===== src/rtl/acquisition_scheduler.sv =====
// Capture sequencer for the multi-channel input buffer (sink_clk domain).
// Issues periodic one-cycle start pulses, blocks starts while a capture is
// running or the buffer is not ready, and tracks completed / skipped frames.
module acquisition_scheduler #(
    parameter int LENGTH   = 2048,
    parameter int PERIOD_W = 16,
    parameter int FRAMES_W = 16,
    parameter int SKIP_W   = 8
) (
    input  logic                sink_clk,
    input  logic                reset_n,
    input  logic                arm,
    input  logic                abort,
    input  logic [PERIOD_W-1:0] cfg_period,
    input  logic [FRAMES_W-1:0] cfg_frames,
    input  logic                buf_ready,
    output logic                sink_start,
    output logic                capturing,
    output logic                busy,
    output logic                done,
    output logic [FRAMES_W-1:0] frame_cnt,
    output logic [SKIP_W-1:0]   skip_cnt,
    output logic                overrun
);

    localparam int            CW    = $clog2(LENGTH);
    localparam logic [CW-1:0] CLAST = CW'(LENGTH - 1);

    typedef enum logic [1:0] {IDLE, ARMED, START, CAPTURE} state_t;

    state_t              state, state_nxt;
    logic [PERIOD_W-1:0] pcnt, p_lat;
    logic [FRAMES_W-1:0] f_lat, frame_nxt;
    logic [CW-1:0]       ccnt;
    logic                tick, last_cap, run_done, skip_evt, arm_ok;

    assign tick      = (pcnt == '0) && (state != IDLE);
    assign last_cap  = (state == CAPTURE) && (ccnt == '0);
    assign frame_nxt = frame_cnt + FRAMES_W'(1);
    assign run_done  = last_cap && (f_lat != '0) && (frame_nxt == f_lat);
    // A tick that cannot launch a capture is lost; there is no late start.
    assign skip_evt  = tick && ((state == START) || (state == CAPTURE) ||
                                ((state == ARMED) && !buf_ready));
    assign arm_ok    = (state == IDLE) && arm && !abort;

    // State register
    always_ff @(posedge sink_clk or negedge reset_n) begin
        if (!reset_n) state <= IDLE;
        else          state <= state_nxt;
    end

    // Next-state logic; abort overrides everything, including a same-cycle arm
    always_comb begin
        state_nxt = state;
        if (abort) begin
            state_nxt = IDLE;
        end else begin
            unique case (state)
                IDLE:    if (arm) state_nxt = ARMED;
                ARMED:   if (tick && buf_ready) state_nxt = START;
                START:   state_nxt = CAPTURE;
                CAPTURE: if (last_cap) state_nxt = run_done ? IDLE : ARMED;
                default: state_nxt = IDLE;
            endcase
        end
    end

    // Moore outputs decoded straight from the state register
    always_comb begin
        sink_start = (state == START);
        capturing  = (state == CAPTURE);
        busy       = (state != IDLE);
    end

    // Period / capture counters, run configuration and frame statistics
    always_ff @(posedge sink_clk or negedge reset_n) begin
        if (!reset_n) begin
            pcnt      <= '0;
            p_lat     <= '0;
            f_lat     <= '0;
            ccnt      <= '0;
            done      <= 1'b0;
            frame_cnt <= '0;
            skip_cnt  <= '0;
            overrun   <= 1'b0;
        end else begin
            done <= run_done && !abort;

            // Period counter restarts at 0 on every entry into a run
            if ((state == IDLE) || (state_nxt == IDLE))
                pcnt <= '0;
            else if (pcnt == p_lat - PERIOD_W'(1))
                pcnt <= '0;
            else
                pcnt <= pcnt + PERIOD_W'(1);

            if (state == START)
                ccnt <= CLAST;
            else if ((state == CAPTURE) && (ccnt != '0))
                ccnt <= ccnt - CW'(1);

            if (arm_ok) begin
                p_lat     <= (cfg_period < PERIOD_W'(2)) ? PERIOD_W'(2) : cfg_period;
                f_lat     <= cfg_frames;
                frame_cnt <= '0;
                skip_cnt  <= '0;
                overrun   <= 1'b0;
            end else if (!abort) begin
                if (last_cap) frame_cnt <= frame_nxt;
                if (skip_evt) begin
                    overrun <= 1'b1;
                    if (skip_cnt != '1) skip_cnt <= skip_cnt + SKIP_W'(1);
                end
            end
        end
    end

endmodule


===== config.mk =====
export PLATFORM = sky130hd
export DESIGN_NAME = acquisition_scheduler
export DESIGN_NICKNAME = d
export VERILOG_FILES = /design/src/rtl/acquisition_scheduler.sv
export SDC_FILE = /design/constraint.sdc
export NUM_CORES = 1
export LEC_CHECK = 0
export ABC_CLOCK_PERIOD_IN_PS = 2500
export CAP_MARGIN = 30
export CORE_MARGIN = 1
export CORE_UTILIZATION = 33
export DETAILED_ROUTE_END_ITERATION = 16
export GPL_TIMING_DRIVEN = 0
export PLACE_DENSITY_LB_ADDON = 0.3
export SYNTH_ARGS = -nofsm -noshare
export SYNTH_HDL_FRONTEND = slang
export SYNTH_SLANG_ARGS = --single-unit

===== constraint.sdc =====
create_clock -name sink_clk -period 2.5 [get_ports sink_clk]
set_input_delay 0.5 -clock sink_clk [delete_from_list [all_inputs] [get_ports sink_clk]]
set_output_delay 0.5 -clock sink_clk [all_outputs]
set_load 0.02 [all_outputs]

==> impl_results.md <==
* Clock Sink Count at 87
* Residual DRC count at 0
* Slew at the pin closest to its max-slew limit at 0.551 ns
* Setup skew after layout at 0.0104 ns
* EDFF count, synth at 0
* Vert. Die Dim at 131 um
* Worst path setup slack after routing at -0.164 ns
* Area inside the core boundary at 16000 um^2
* Required time of the critical path at 2.74 ns
* Run status: finished with violations
* Final Routed Wirelength at 15700 um
* Inserted Diodes at 0
* Hold/Removal Path Class: primary input to asynchronous set/reset pin
* Setup_tns at -2.38 ns
* Mean post-synth cell area at 9.11 um^2
* Final critical delay including setup and external delays at 2.66 ns
* Proportion of register bits with asynchronous set or reset after synthesis at 100%
* Cell type contributing the most total cell area after synthesis: sky130_fd_sc_hd__dfrtp_1
* CTS H-tree lvls at 3
* Initial core utilization at 34.1%
* Final instance area at 7240 um^2
* Wire length of the first global-routing pass at 25200 um
* Relative max-transition margin at 63.3%
* Routed WL per cell at 17.0 um
* CTS tree: built
* I/O pin count at 66
* Clock buffer count from CTS at 9
* Vias in the first global route at 5088
* Antenna violations before repair at 0
* Port buffer count at 65
* CP arrival at 2.90 ns
* Main flop type after synthesis: sky130_fd_sc_hd__dfrtp_1
* Row count at 46
* Number of DRC markers in iteration 0 at 266
* Cell types with the largest area share after synthesis: sky130_fd_sc_hd__dfrtp_1 40%, sky130_fd_sc_hd__mux2_2 5.8%, sky130_fd_sc_hd__xnor2_1 5.8%
* RSZ-0062 raised after global routing: true
* Fin nets at 744
* Global-route total usage across every layer at 19.1%
* Final number of max-transition violations at 0
* Final setup fails at 16
* PD cells at 592 nW/um^2
* Number of detailed-route iterations in the first pass at 6
* Post-synth cell types at 64
* Routability congestion estimate at 0.881
* Die Footprint at 17000 um^2
* Total count of hold-check failures in the final report at 0
* Capturing element type of the critical path: flop
* Startpoint kind of the worst setup timing path: flop
* Area Growth Syn to Fin at 32.8%
* Flip-flop and latch count after synthesis at 87
* Clock Latency Late Sink at 0.35 ns
* Reported max-cap violation count at 0
* Number of nets with antenna violations after routing at 0
* Overall die width at 131 um
* Clock-pin transition on the worst setup and hold timing paths at 0.07 ns
* Hold buffer count at CTS at 0
* Maximum fanout along the worst path at 8
* Synthesized instance count at 598
* Share of synthesized area occupied by flip-flops and latches at 39.9%
* Post-synth top area share at 39.9%
* Remaining global-route overflow at 0
* Layout cells sized above 1 at 22.4%
* Share of the clock period used by the worst path after layout at 107%
* Peak VDD IR at 0.348 mV
* Per-cell via count in the routed design at 5.55
* Synthesized area at 5450 um^2
* Syn Nets at 642
* Clock Path Buffers at 2
* Violated checks: negative setup slack
* Yosys Warn Count at 0
* Peak Freq at 375 MHz
* Static leakage at 0.00285 uW
* Area of placed instances at 6450 um^2
* Pre-CTS setup slack at -0.705 ns
* Via total after detailed routing at 5113
* Classification of the worst setup path: flop to flop
* Clock root buffer: sky130_fd_sc_hd__clkbuf_16
* Maximum number of pins on one net before global-route repair at 61
* Dpl hpwl at 10800 um
## stage by stage
stage	util, %	hold WS (ns)	std cells	power (uW)
after global placement	40.1	0.520	879	2720
after global routing	45.2	0.103	921	4510
final	45.2	0.0801	921	4280
after floorplan	-	0.204	598	2460
after detailed placement	40.3	0.460	880	2770
after CTS	44.1	0.0807	912	4230
## area by class of cell
class	instances	area (um^2)
multi-input combinational	454	3300
fill	1582	8760
tap	216	270
inverter	15	56.3
buffer	33	188
clock inverter	4	45.0
timing repair buffer	100	938
sequential	87	2190
clock buffer	12	246
## cell usage after synthesis, types with 5 or more instances
master / number
sky130_fd_sc_hd__nand2b_1: 5
sky130_fd_sc_hd__nor3_1: 19
sky130_fd_sc_hd__nor4b_1: 11
sky130_fd_sc_hd__xor2_1: 22
sky130_fd_sc_hd__ha_1: 7
sky130_fd_sc_hd__a31oi_1: 8
sky130_fd_sc_hd__mux2_2: 28
sky130_fd_sc_hd__nor4_1: 22
sky130_fd_sc_hd__or3_1: 7
sky130_fd_sc_hd__nand2_1: 33
sky130_fd_sc_hd__nor2b_1: 10
sky130_fd_sc_hd__o21ai_0: 29
sky130_fd_sc_hd__nor2_1: 53
sky130_fd_sc_hd__nand3_1: 35
sky130_fd_sc_hd__inv_1: 15
sky130_fd_sc_hd__and3_1: 9
sky130_fd_sc_hd__clkbuf_1: 33
sky130_fd_sc_hd__a21oi_1: 19
sky130_fd_sc_hd__xnor2_1: 36
sky130_fd_sc_hd__dfrtp_1: 87
sky130_fd_sc_hd__nand4_1: 21
sky130_fd_sc_hd__o31ai_1: 10
## cells in the final DEF (no fill, tap or decap), types with 6 or more instances in the layout
cell | synthesis | routed
sky130_fd_sc_hd__xor2_1 | 22 | 22
sky130_fd_sc_hd__mux2_2 | 28 | 28
sky130_fd_sc_hd__clkbuf_16 | 0 | 9
sky130_fd_sc_hd__inv_1 | 15 | 13
sky130_fd_sc_hd__nor2b_1 | 10 | 9
sky130_fd_sc_hd__xnor2_1 | 36 | 35
sky130_fd_sc_hd__buf_4 | 0 | 35
sky130_fd_sc_hd__dfrtp_2 | 0 | 13
sky130_fd_sc_hd__nor4_1 | 22 | 13
sky130_fd_sc_hd__clkdlybuf4s50_1 | 0 | 64
sky130_fd_sc_hd__nor4b_1 | 11 | 7
sky130_fd_sc_hd__clkbuf_2 | 1 | 6
sky130_fd_sc_hd__and3_1 | 9 | 9
sky130_fd_sc_hd__clkbuf_4 | 0 | 6
sky130_fd_sc_hd__or3_1 | 7 | 7
sky130_fd_sc_hd__o21ai_0 | 29 | 25
sky130_fd_sc_hd__a31oi_1 | 8 | 7
sky130_fd_sc_hd__nand2_1 | 33 | 32
sky130_fd_sc_hd__nor2_1 | 53 | 52
sky130_fd_sc_hd__nand4_1 | 21 | 21
sky130_fd_sc_hd__clkbuf_1 | 33 | 14
sky130_fd_sc_hd__nor3_1 | 19 | 18
sky130_fd_sc_hd__a21oi_1 | 19 | 19
sky130_fd_sc_hd__dfrtp_1 | 87 | 74
sky130_fd_sc_hd__nand3_1 | 35 | 33
sky130_fd_sc_hd__o31ai_1 | 10 | 10
## where the power goes
group	switching [uW]	internal (uW)	total (uW)
sequential	257	1590	1840
combinational	527	563	1090
clock	552	798	1350
total	1340	2950	4280
## critical path, stage by stage, from the launching register on
cell	delay (ns)
sky130_fd_sc_hd__dfrtp_2	0.44
sky130_fd_sc_hd__buf_4	0.16
sky130_fd_sc_hd__nor4_4	0.43
sky130_fd_sc_hd__buf_4	0.19
sky130_fd_sc_hd__nand3_1	0.07
sky130_fd_sc_hd__nand3_1	0.11
sky130_fd_sc_hd__a31oi_2	0.10
sky130_fd_sc_hd__or4_4	0.46
sky130_fd_sc_hd__a2111oi_4	0.22
sky130_fd_sc_hd__buf_6	0.19
sky130_fd_sc_hd__buf_6	0.12
sky130_fd_sc_hd__nor2_1	0.05
## flip-flops by register name (all words and copies together), names as in the netlist
name,flops
skip_cnt,8
state,2
done,1
overrun,1
frame_cnt,16
pcnt,16
ccnt,11
p_lat,16
f_lat,16
## worst paths after layout
| path | startpoint | cells past startpoint | endpoint | slack, ns |
|---|---|---|---|---|
| max | p_lat[1]$_DFFE_PN0P_ | 11 | pcnt[8]$_DFF_PN0_ | -0.16 |
| min | reset_n | 1 | frame_cnt[1]$_DFFE_PN0P_ | 0.08 |
| max reg2reg | p_lat[1]$_DFFE_PN0P_ | 11 | pcnt[8]$_DFF_PN0_ | -0.16 |
| min reg2reg | overrun$_DFFE_PN0P_ | 2 | overrun$_DFFE_PN0P_ | 0.53 |
| max in group asynchronous | reset_n | 2 | p_lat[8]$_DFFE_PN0P_ | 1.77 |
| min in group sink_clk | overrun$_DFFE_PN0P_ | 2 | overrun$_DFFE_PN0P_ | 0.53 |
## cells by family (layout without fill, tap and decap cells)
group / after synthesis / after routing / share of synthesized area (%)
buf+inv: 57 / 164 / 4.41
flops: 87 / 87 / 39.9
simple gates: 252 / 252 / 25.3
fa+ha+maj: 7 / 7 / 1.61
mux: 32 / 32 / 6.52
xor+xnor: 58 / 58 / 9.32
compound gates: 105 / 105 / 12.9
## per-layer routing
metal / vias to the layer above / global-route usage (%) / wire [um]
li1: 2388 / - / -
met1: 2540 / 24.5 / 7140
met2: 150 / 31.2 / 7460
met3: 35 / 3.22 / 627
met4: 0 / 9.40 / 468
met5: - / 0 / 0
## what timing repair did
item | in CTS | in global routing
pin swaps | 13 | 13
gates resized for setup | 51 | 42
cloned | 1 | 0
endpoints found under the setup margin | 76 | 63
setup buffers | 20 | 13
endpoints found under the hold margin | 0 | 0
Note: power is estimated with default switching activity, not from simulation.
==> RTL change, RTL diff (same flow settings) <==
Set the parameter `PERIOD_W` to 32 (it was 16).
--- a/src/rtl/acquisition_scheduler.sv
+++ b/src/rtl/acquisition_scheduler.sv
@@ -3,7 +3,7 @@
 // running or the buffer is not ready, and tracks completed / skipped frames.
 module acquisition_scheduler #(
     parameter int LENGTH   = 2048,
-    parameter int PERIOD_W = 16,
+    parameter int PERIOD_W = 32,
     parameter int FRAMES_W = 16,
     parameter int SKIP_W   = 8
 ) (
Ports: changed (resized cfg_period); port bits go from 66 to 82. No check against the original RTL was run, so the function may have changed too.
==> RTL change against the original RTL <==
The flow still finishes with violations (setup timing); sequential cell count increased by 32; total power increased by 73%; worst setup slack got worse by 0.68 ns; wire length increased by 29%; critical endpoint is now pcnt[6]; sequential power increased by 45%; global-route usage decreased by 0.098 points; highest routed layer unchanged; design area increased by 34%; synthesized area increased by 31%; sequential share of layout area increased by 0.66 points; clock skew decreased by 0.0034 ns.
==> RTL change: results <==
INSERT INTO impl_metrics (metric_group, metric, value, unit) VALUES
('status', 'run_status', 'complete, but fails checks', ''),
('status', 'failed_checks', 'setup timing', ''),
('finish', 'multiInputCombCellCount', '677', ''),
('power', 'clock_power', '2.75', 'mW'),
('route', 'first_iter_violations', '418', ''),
('sta', 'setup_violations', '34', ''),
('finish', 'multi_input_gate_area', '4329', 'µm²'),
('grt', 'grt_first_pass_wirelength', '32820', 'µm'),
('grt', 'groute.layer.met3.usage', '4.557', '%'),
('finish', 'num-nonclk-buffers', '138', ''),
('place', 'post-place-cells', '1212', ''),
('worst_setup_path', 'path_max_fanout', '6', ''),
('finish', 'inverters', '21', ''),
('yosys', 'post_synth_main_area_contributors', 'sky130_fd_sc_hd__dfrtp_1 (42%), sky130_fd_sc_hd__nand2_1 (10%), sky130_fd_sc_hd__xnor2_1 (7.3%)', ''),
('finish', 'clock_cell_area_share', '6.876', '%'),
('sta', 'final_critical_path_setup_slack', '-0.8433', 'ns'),
('route', 'dr_total_vias', '6480', ''),
('worst_setup_path', 'crit-reg2reg-capture', 'pcnt[6]', ''),
('clock_tree', 'h_tree_levels', '4', ''),
('yosys', 'synth_sequential_area_ratio', '41.62', '%'),
('finish', 'finish.net_count', '1034', ''),
('grt', 'grt_max_degree', '68', ''),
('finish', 'clock_buffer_count_in_the_final_layout', '20', ''),
('die', 'dieWidth', '149.3', 'µm'),
('yosys', 'synthesis.area_per_instance', '8.369', 'µm²');
RTL change: cell types whose count changed after synthesis, moves of 8 or more:
cell                      change
sky130_fd_sc_hd__nand2_1    +160
sky130_fd_sc_hd__xnor2_1     +24
sky130_fd_sc_hd__nor4b_1      -8
sky130_fd_sc_hd__xor2_1      +17
sky130_fd_sc_hd__nor2_2      +10
sky130_fd_sc_hd__nor2_1      +33
sky130_fd_sc_hd__nor4_1      +11
sky130_fd_sc_hd__mux2_2      -28
sky130_fd_sc_hd__dfrtp_1     +32
RTL change: kinds of logic after synthesis:
kind of cell,after synthesis,share of synthesized area (%)
AND/OR/NAND/NOR,480,32.75
multiplexers,6,0.8393
AO/OA/AOI/OAI,85,7.781
adder cells (fa/ha/maj),7,1.224
flip-flops,119,41.62
buffers and inverters,59,3.672
XOR/XNOR,99,12.12
